File: config.mk
export PLATFORM = sky130hd
export DESIGN_NAME = mac_accumulator
export DESIGN_NICKNAME = d
export VERILOG_FILES = /design/src/rtl/mac_accumulator.sv
export SDC_FILE = /design/constraint.sdc
export NUM_CORES = 1
export LEC_CHECK = 0
export CAP_MARGIN = 20
export CORE_MARGIN = 1
export CORE_UTILIZATION = 30
export CTS_BUF_LIST = sky130_fd_sc_hd__clkbuf_2
export CTS_CLUSTER_DIAMETER = 40
export DETAILED_ROUTE_END_ITERATION = 10
export PLACE_DENSITY = 0.56
export SLEW_MARGIN = 20
export SYNTH_ARGS = -nofsm -noshare
export SYNTH_HDL_FRONTEND = slang
export SYNTH_SLANG_ARGS = --single-unit
File: constraint.sdc
create_clock -name clk -period 7.5 [get_ports clk]
set_input_delay 1.875 -clock clk [delete_from_list [all_inputs] [get_ports clk]]
set_output_delay 1.875 -clock clk [all_outputs]
set_load 0.005 [all_outputs]
File: src/rtl/mac_accumulator.sv
// rtl/mac_accumulator.sv - per-neuron product accumulator with bias, ReLU/requantize and argmax
module mac_accumulator #(
  parameter int N_IN  = 784,
  parameter int N_OUT = 10,
  parameter int SHIFT = 8,
  parameter int ACC_W = 32
) (
  input  logic                                                   clk,
  input  logic                                                   rst,
  input  logic                                                   start,
  input  logic signed [15:0]                                     product,
  input  logic                                                   product_valid,
  input  logic signed [15:0]                                     bias,
  output logic [7:0]                                             out_feature,
  output logic signed [ACC_W-1:0]                                out_sum,
  output logic                                                   out_valid,
  output logic [(($clog2(N_OUT) < 1) ? 1 : $clog2(N_OUT))-1:0]   class_idx,
  output logic                                                   class_valid
);

  localparam int CW = $clog2(N_IN);
  localparam int IW = ($clog2(N_OUT) < 1) ? 1 : $clog2(N_OUT);
  localparam logic [ACC_W:0] HALF = (ACC_W+1)'(1) << (SHIFT - 1);

  logic signed [ACC_W-1:0] acc;
  logic [CW-1:0]           cnt;
  logic signed [ACC_W-1:0] sum_r;
  logic                    fin_r;
  logic [IW-1:0]           idx;
  logic [IW-1:0]           best;
  logic signed [ACC_W-1:0] max_r;
  logic                    class_pend;

  logic signed [ACC_W-1:0] prod_ext;
  logic signed [ACC_W-1:0] bias_ext;
  logic                    last_term;
  logic [ACC_W:0]          rounded;
  logic signed [ACC_W:0]   q;
  logic [7:0]              feature_next;
  logic                    take_new;
  logic [IW-1:0]           best_next;
  logic signed [ACC_W-1:0] max_next;
  logic                    wrap;

  assign prod_ext  = {{(ACC_W-16){product[15]}}, product};
  assign bias_ext  = {{(ACC_W-16){bias[15]}}, bias};
  assign last_term = (cnt == CW'(N_IN - 1));
  assign wrap      = (idx == IW'(N_OUT - 1));

  // Requantize: round-half-up shift in ACC_W+1 bits, ReLU, saturate to 8 bits
  always_comb begin
    rounded      = {sum_r[ACC_W-1], sum_r} + HALF;
    q            = $signed(rounded) >>> SHIFT;
    feature_next = 8'd0;
    if (sum_r > 0) begin
      if (|q[ACC_W:8]) feature_next = 8'hff;
      else             feature_next = q[7:0];
    end
  end

  // Argmax candidate: first neuron of a frame always wins, otherwise strictly greater
  always_comb begin
    take_new  = (idx == '0) || (sum_r > max_r);
    best_next = take_new ? idx : best;
    max_next  = take_new ? sum_r : max_r;
  end

  // Accumulate stage: sum N_IN products, fold in bias on the final one
  always_ff @(posedge clk) begin
    if (rst) begin
      acc   <= '0;
      cnt   <= '0;
      sum_r <= '0;
      fin_r <= 1'b0;
    end else if (start) begin
      acc   <= product_valid ? prod_ext : '0;
      cnt   <= product_valid ? CW'(1) : '0;
      fin_r <= 1'b0;
    end else if (product_valid && last_term) begin
      sum_r <= acc + prod_ext + bias_ext;
      acc   <= '0;
      cnt   <= '0;
      fin_r <= 1'b1;
    end else begin
      fin_r <= 1'b0;
      if (product_valid) begin
        acc <= acc + prod_ext;
        cnt <= cnt + CW'(1);
      end
    end
  end

  // Output stage: publish raw sum and requantized feature one edge after sum_r
  always_ff @(posedge clk) begin
    if (rst) begin
      out_sum     <= '0;
      out_feature <= '0;
      out_valid   <= 1'b0;
    end else if (start) begin
      out_valid <= 1'b0;
    end else begin
      out_valid <= fin_r;
      if (fin_r) begin
        out_sum     <= sum_r;
        out_feature <= feature_next;
      end
    end
  end

  // Argmax tracking across the frame; class result announced one edge after the last neuron
  always_ff @(posedge clk) begin
    if (rst) begin
      idx         <= '0;
      best        <= '0;
      max_r       <= '0;
      class_pend  <= 1'b0;
      class_idx   <= '0;
      class_valid <= 1'b0;
    end else if (start) begin
      idx         <= '0;
      best        <= '0;
      max_r       <= '0;
      class_pend  <= 1'b0;
      class_valid <= 1'b0;
    end else begin
      class_valid <= class_pend;
      class_pend  <= fin_r && wrap;
      if (fin_r) begin
        max_r <= max_next;
        best  <= best_next;
        idx   <= wrap ? '0 : idx + IW'(1);
        if (wrap) class_idx <= best_next;
      end
    end
  end

endmodule
* Word level (Yosys, flattened, before mapping) *
Index checks and enable logic that the tools add are counted.

storage, ports and cells
  register bits after elaboration = 162
  latch bits = 0
  memories kept = 0
  bits of input ports = 36
  bits in writable memories = 0
  memory bits (read-only) = 0

operators by class
  multipliers = 0
  muxes and demuxes = 13
  reduce and logical (&&, ||, !) cells = 11
  bitwise gates (word level) = 1
  div/mod/pow operators = 0
  add/subtract/negate cells = 5
  $lt $le $gt $ge = 2
  equality and inequality tests = 2
  shift operators = 0

operator list
  kind                                                                    count
  32-bit 2-to-1 mux                                                       4
  32-bit by 16-bit adder with 32-bit output                               2
  32-bit by 9-bit adder with 33-bit output (second input constant)        1
  32-bit by 1-bit > comparator with 1-bit output (second input constant)  1
  32-bit > comparator                                                     1
  10-bit 2-to-1 mux                                                       3
  17-bit OR reduction                                                     1
  8-bit 2-to-1 mux                                                        2
  10-bit by 1-bit adder with 10-bit output (second input constant)        1
  10-bit == test (second input constant)                                  1
  4-bit 2-to-1 mux                                                        2
  2-bit AND reduction                                                     3
  4-bit by 1-bit adder with 4-bit output (second input constant)          1
  4-bit == test (second input constant)                                   1
  4-bit logical NOT                                                       1
  3-bit AND reduction                                                     1
  3-bit nonzero test                                                      1
  1-bit logical AND                                                       2
  1-bit 2-to-1 mux                                                        2
  2-bit OR reduction                                                      1
  1-bit logical OR                                                        1
  1-bit NOT                                                               1

* Longest topological paths before layout *
  word-level depth = 4
  gate-level depth with buffers = 19
  depth with buffers taken out = 19

* Worst setup path before layout *
No wires, ideal clock.

  kind = input to register
  start = input port product[0]
  end = register sum_r[31]
  stages = 19
  library setup time = 0.120 ns
  path buffers = 0
  slack = 1.499 ns
  data arrival time = 5.881 ns
  cell sequence = ha_1 fa_1 a21oi_1 o211ai_1 a32o_1 o21a_1 o41ai_1 o21ai_0 xor2_1 ha_1 a21o_1 o21bai_1 a2111oi_0 nand3_1 a21oi_1 o211ai_1 a221oi_1 or4_1 nand3_1

between the ends
  cells in the longest elaborated chain, start to end = 2

RTL lines
  item                                                    RTL line  source
  start, declared                                         11        input logic signed [15:0] product,
  32-bit by 16-bit adder with 32-bit output (2 in a row)  80        sum_r <= acc + prod_ext + bias_ext;
  end signal, assigned                                    80
  end, declared                                           27        logic signed [ACC_W-1:0] sum_r;

Every way passes these cells.
A chain may end at the register's enable or synchronous reset.

* Worst setup path in the final report *
Ends and elaborated chain as after synthesis.

==> results_dict.tcl <==
set metrics [dict create \
    status "finished with violations" \
    violations "DRC" \
    ys_ff_latch 162 \
    crit_buf_inv 1 \
    synth_xor_area_share_pct 6.18 \
    setup_viol 0 \
    fin_nets 1499 \
    dp_hpwl_mm 21.3 \
    layout_min_cycle_time_ps 6440 \
    area_delta_synth_final_pct 13.4 \
    cpPeakStageDelay_ps 490 \
    synthCells 1321 \
    initial_core_util_pct 30.4 \
    dieArea_um2 35700 \
    power_density_nw_per_um2 169 \
    cts_htree_levels 4 \
    synth_edf_count 0 \
    syn-num-nets 1460 \
    fin_tns_setup_ps 0 \
    grt_pass1_wl_mm 47.9 \
    numCtsBuffers 17 \
    clkLatencyLatePin_ps 780 \
    seq_area_frac_synth_pct 30.9 \
    fill_cells 3666 \
    ir_drop_v 0.0000809 \
    post_cts_resized 0 \
    slowest_stage "a2111oi_0" \
    die-height_um 189 \
    busiest_layer "met2" \
    grt_util_met2_pct 26.0 \
    seqCellArea_um2 3240 \
    drive_gt1_share_pct 5.61 \
    critical_path_arrival_ps 7170 \
    clkTransAtPathRegs_ps 240 \
    fin_skew_ps 40.4 \
    path_cells "clkdlybuf4s50_1 > ha_1 > fa_1 > a21oi_1 > o211ai_1 > a32o_1 > o21a_1 > o41ai_1 > o21ai_0 > xor2_1 > ha_1 > a21o_1 > o21bai_1 > a2111oi_0 > nand3_1 > a21oi_1 > o211ai_1 > a221oi_1 > nand4_1 > nand3_1" \
    yosysWarnings 0 \
    num_rows 68 \
    slew_violations 0 \
    dp_slack_ps 277 \
    synth_compound_area_share_pct 25.2 \
    muxShareOfSynthArea_pct 0.382 \
    ys_types 73 \
    yosys.area_share.simple_pct 20.2 \
    total_power_uw 2010 \
    cts-root-buf "clkbuf_2" \
    p_leak_uw 0.00447 \
    place.gp.congestion 0.838 \
    netlist_area_um2 10500 \
    overflow 0 \
    slew_headroom_pct 27.7 \
    wl_per_cell_um 15.9 \
    ant_nets 0 \
    port_buffers 81 \
    worst_pin_slew_ps 1080 \
    dp.cells 1796 \
    timing.final.crit_share_pct 85.9 \
    yosys.area.top_type "dfxtp_1" \
    synth_fa_ha_area_share_pct 12.4 \
    start_kind "primary input" \
    multi_input_area_um2 6790 \
    vias_per_cell 5.30 \
    synth_top_family_by_area "compound AO/OA/AOI/OAI gates" \
    clock_sinks 162 \
    whs_ps 468 \
    required_ps 8230 \
    cpLargestDelayFamily "compound AO/OA/AOI/OAI gates" \
    core_area_um2 34500 \
    worstPathMaxFanout 3 \
    hold_buffers 0 \
    antenna_found_initial 1 \
    crit_type "in2reg" \
    dr.pass1.iters 9 \
    synth_area_leaders "dfxtp_1, ha_1, a21oi_1" \
    vias 9690 \
    rsz0062_at_grt "no" \
    grt_max_degree 51 \
    syn_area_per_cell_um2 7.94 \
    worst_slack_ps 1060 \
    grt_pass1_vias 9076 \
    final_cell_count_no_fill 1829 \
    cts.path.max_buffers 2 \
    die_w_um 189 \
    synth_ff_type "dfxtp_1" \
    pin_count 82 \
    use_met1_pct 23.4 \
    cts_tree "yes" \
    cp-end-kind "flop" \
    drv_cap 0 \
    netlist.area_leader.share_pct 30.9 \
    grtUsageMet3_pct 2.91 \
    grt_usage_pct 16.5 \
    drt-initial-drc-count 577 \
    hp-class "reg2reg" \
    synthArstFlopShare_pct 0 \
    routed_wl_mm 29.1 \
    ys_top_cells_by_count "nand2_1, dfxtp_1, a21oi_1, nor2_1, ha_1" \
    finalHoldViolCount 0 \
    yosysMostFrequentCell "nand2_1" \
    route.detailed.drc 1 \
    postCtsSetupBuffers 0 \
    max_freq_ghz 0.155 \
]
==> layout make-up <==
cell class	count	area share, %
inverter	49	1.55
tap	455	4.79
clock buffer	22	0.926
multi-input combinational	1038	57.1
clock inverter	10	0.842
timing repair buffer	92	7.49
sequential	162	27.3
antenna	1	0.0210
==> per-layer routing <==
metal / part of all wire [%] / vias up
met2: 44 / 223
met3: 4.1 / 20
met4: 1.3 / 0
met5: 0 / -
met1: 51 / 4563
li1: - / 4884
==> worst paths after layout <==
path	from	end	slack [ps]	cells past startpoint
worst max register to register	acc[0]	sum_r[31]	2270	19
worst max-delay path	product[0]	sum_r[31]	1060	20
worst min register to register	out_sum[3]	out_sum[3]	470	2
worst min-delay path	out_sum[3]	out_sum[3]	470	2
==> layout by cell type, fill, tap and decap left out, drive strengths merged, types with 4 or more instances in the layout <==
cell / Yosys / layout
a21o: 35 / 35
o2111ai: 4 / 4
or4: 5 / 5
a221oi: 17 / 17
buf: 16 / 12
and3: 9 / 9
dfxtp: 162 / 162
ha: 101 / 101
a31o: 5 / 5
o21ai: 38 / 38
a22oi: 9 / 9
a31oi: 8 / 8
and2: 4 / 4
nand3: 59 / 59
clkdlybuf4s50: 0 / 80
nor4: 11 / 11
o211ai: 13 / 13
clkbuf: 56 / 22
mux2i: 4 / 4
nand2: 169 / 169
o31ai: 35 / 35
o21bai: 8 / 8
or2: 7 / 7
inv: 49 / 53
nor2: 108 / 108
or3: 7 / 7
nand2b: 4 / 4
o21a: 12 / 12
nor3: 20 / 20
o41ai: 4 / 4
xnor2: 46 / 46
a211oi: 20 / 20
nand4: 27 / 27
a21oi: 164 / 164
xor2: 28 / 28
nor2b: 13 / 13
==> metrics by stage <==
step	utilization (%)	cell area, µm²
global route	34.5	11900
CTS	34.5	11900
detailed placement	33.9	11700
finish	34.5	11900
floorplan	-	10500
global placement	33.9	11700
==> worst reg2reg max path, delay by kind of cell, from the launching register on <==
kind	cells	cell delay, ps
adders and majority gates	3	930
and+or+nand+nor	3	390
AOI/OAI and AO/OA	12	3180
DFF	1	370
xor gates and xnor gates	1	300
==> power breakdown <==
part	switching, µW	total (µW)	internal [µW]
registers	7.96	885	877
logic	385	653	268
clock network	338	469	130
==> registers in the layout, indices dropped and copies added (netlist names), 4 cells and up <==
| name | flops |
|---|---|
| max_r | 32 |
| out_sum | 32 |
| acc | 32 |
| out_feature | 8 |
| sum_r | 32 |
| cnt | 10 |
| best | 4 |
| class_idx | 4 |
| idx | 4 |
==> kinds of logic after synthesis <==
| kind of cell | after synthesis |
|---|---|
| AO/OA/AOI/OAI | 401 |
| XOR/XNOR | 74 |
| adder cells (fa/ha/maj) | 103 |
| buffers and inverters | 121 |
| flip-flops | 162 |
| multiplexers | 4 |
| AND/OR/NAND/NOR | 456 |
Power figures use the tool's default switching activity.
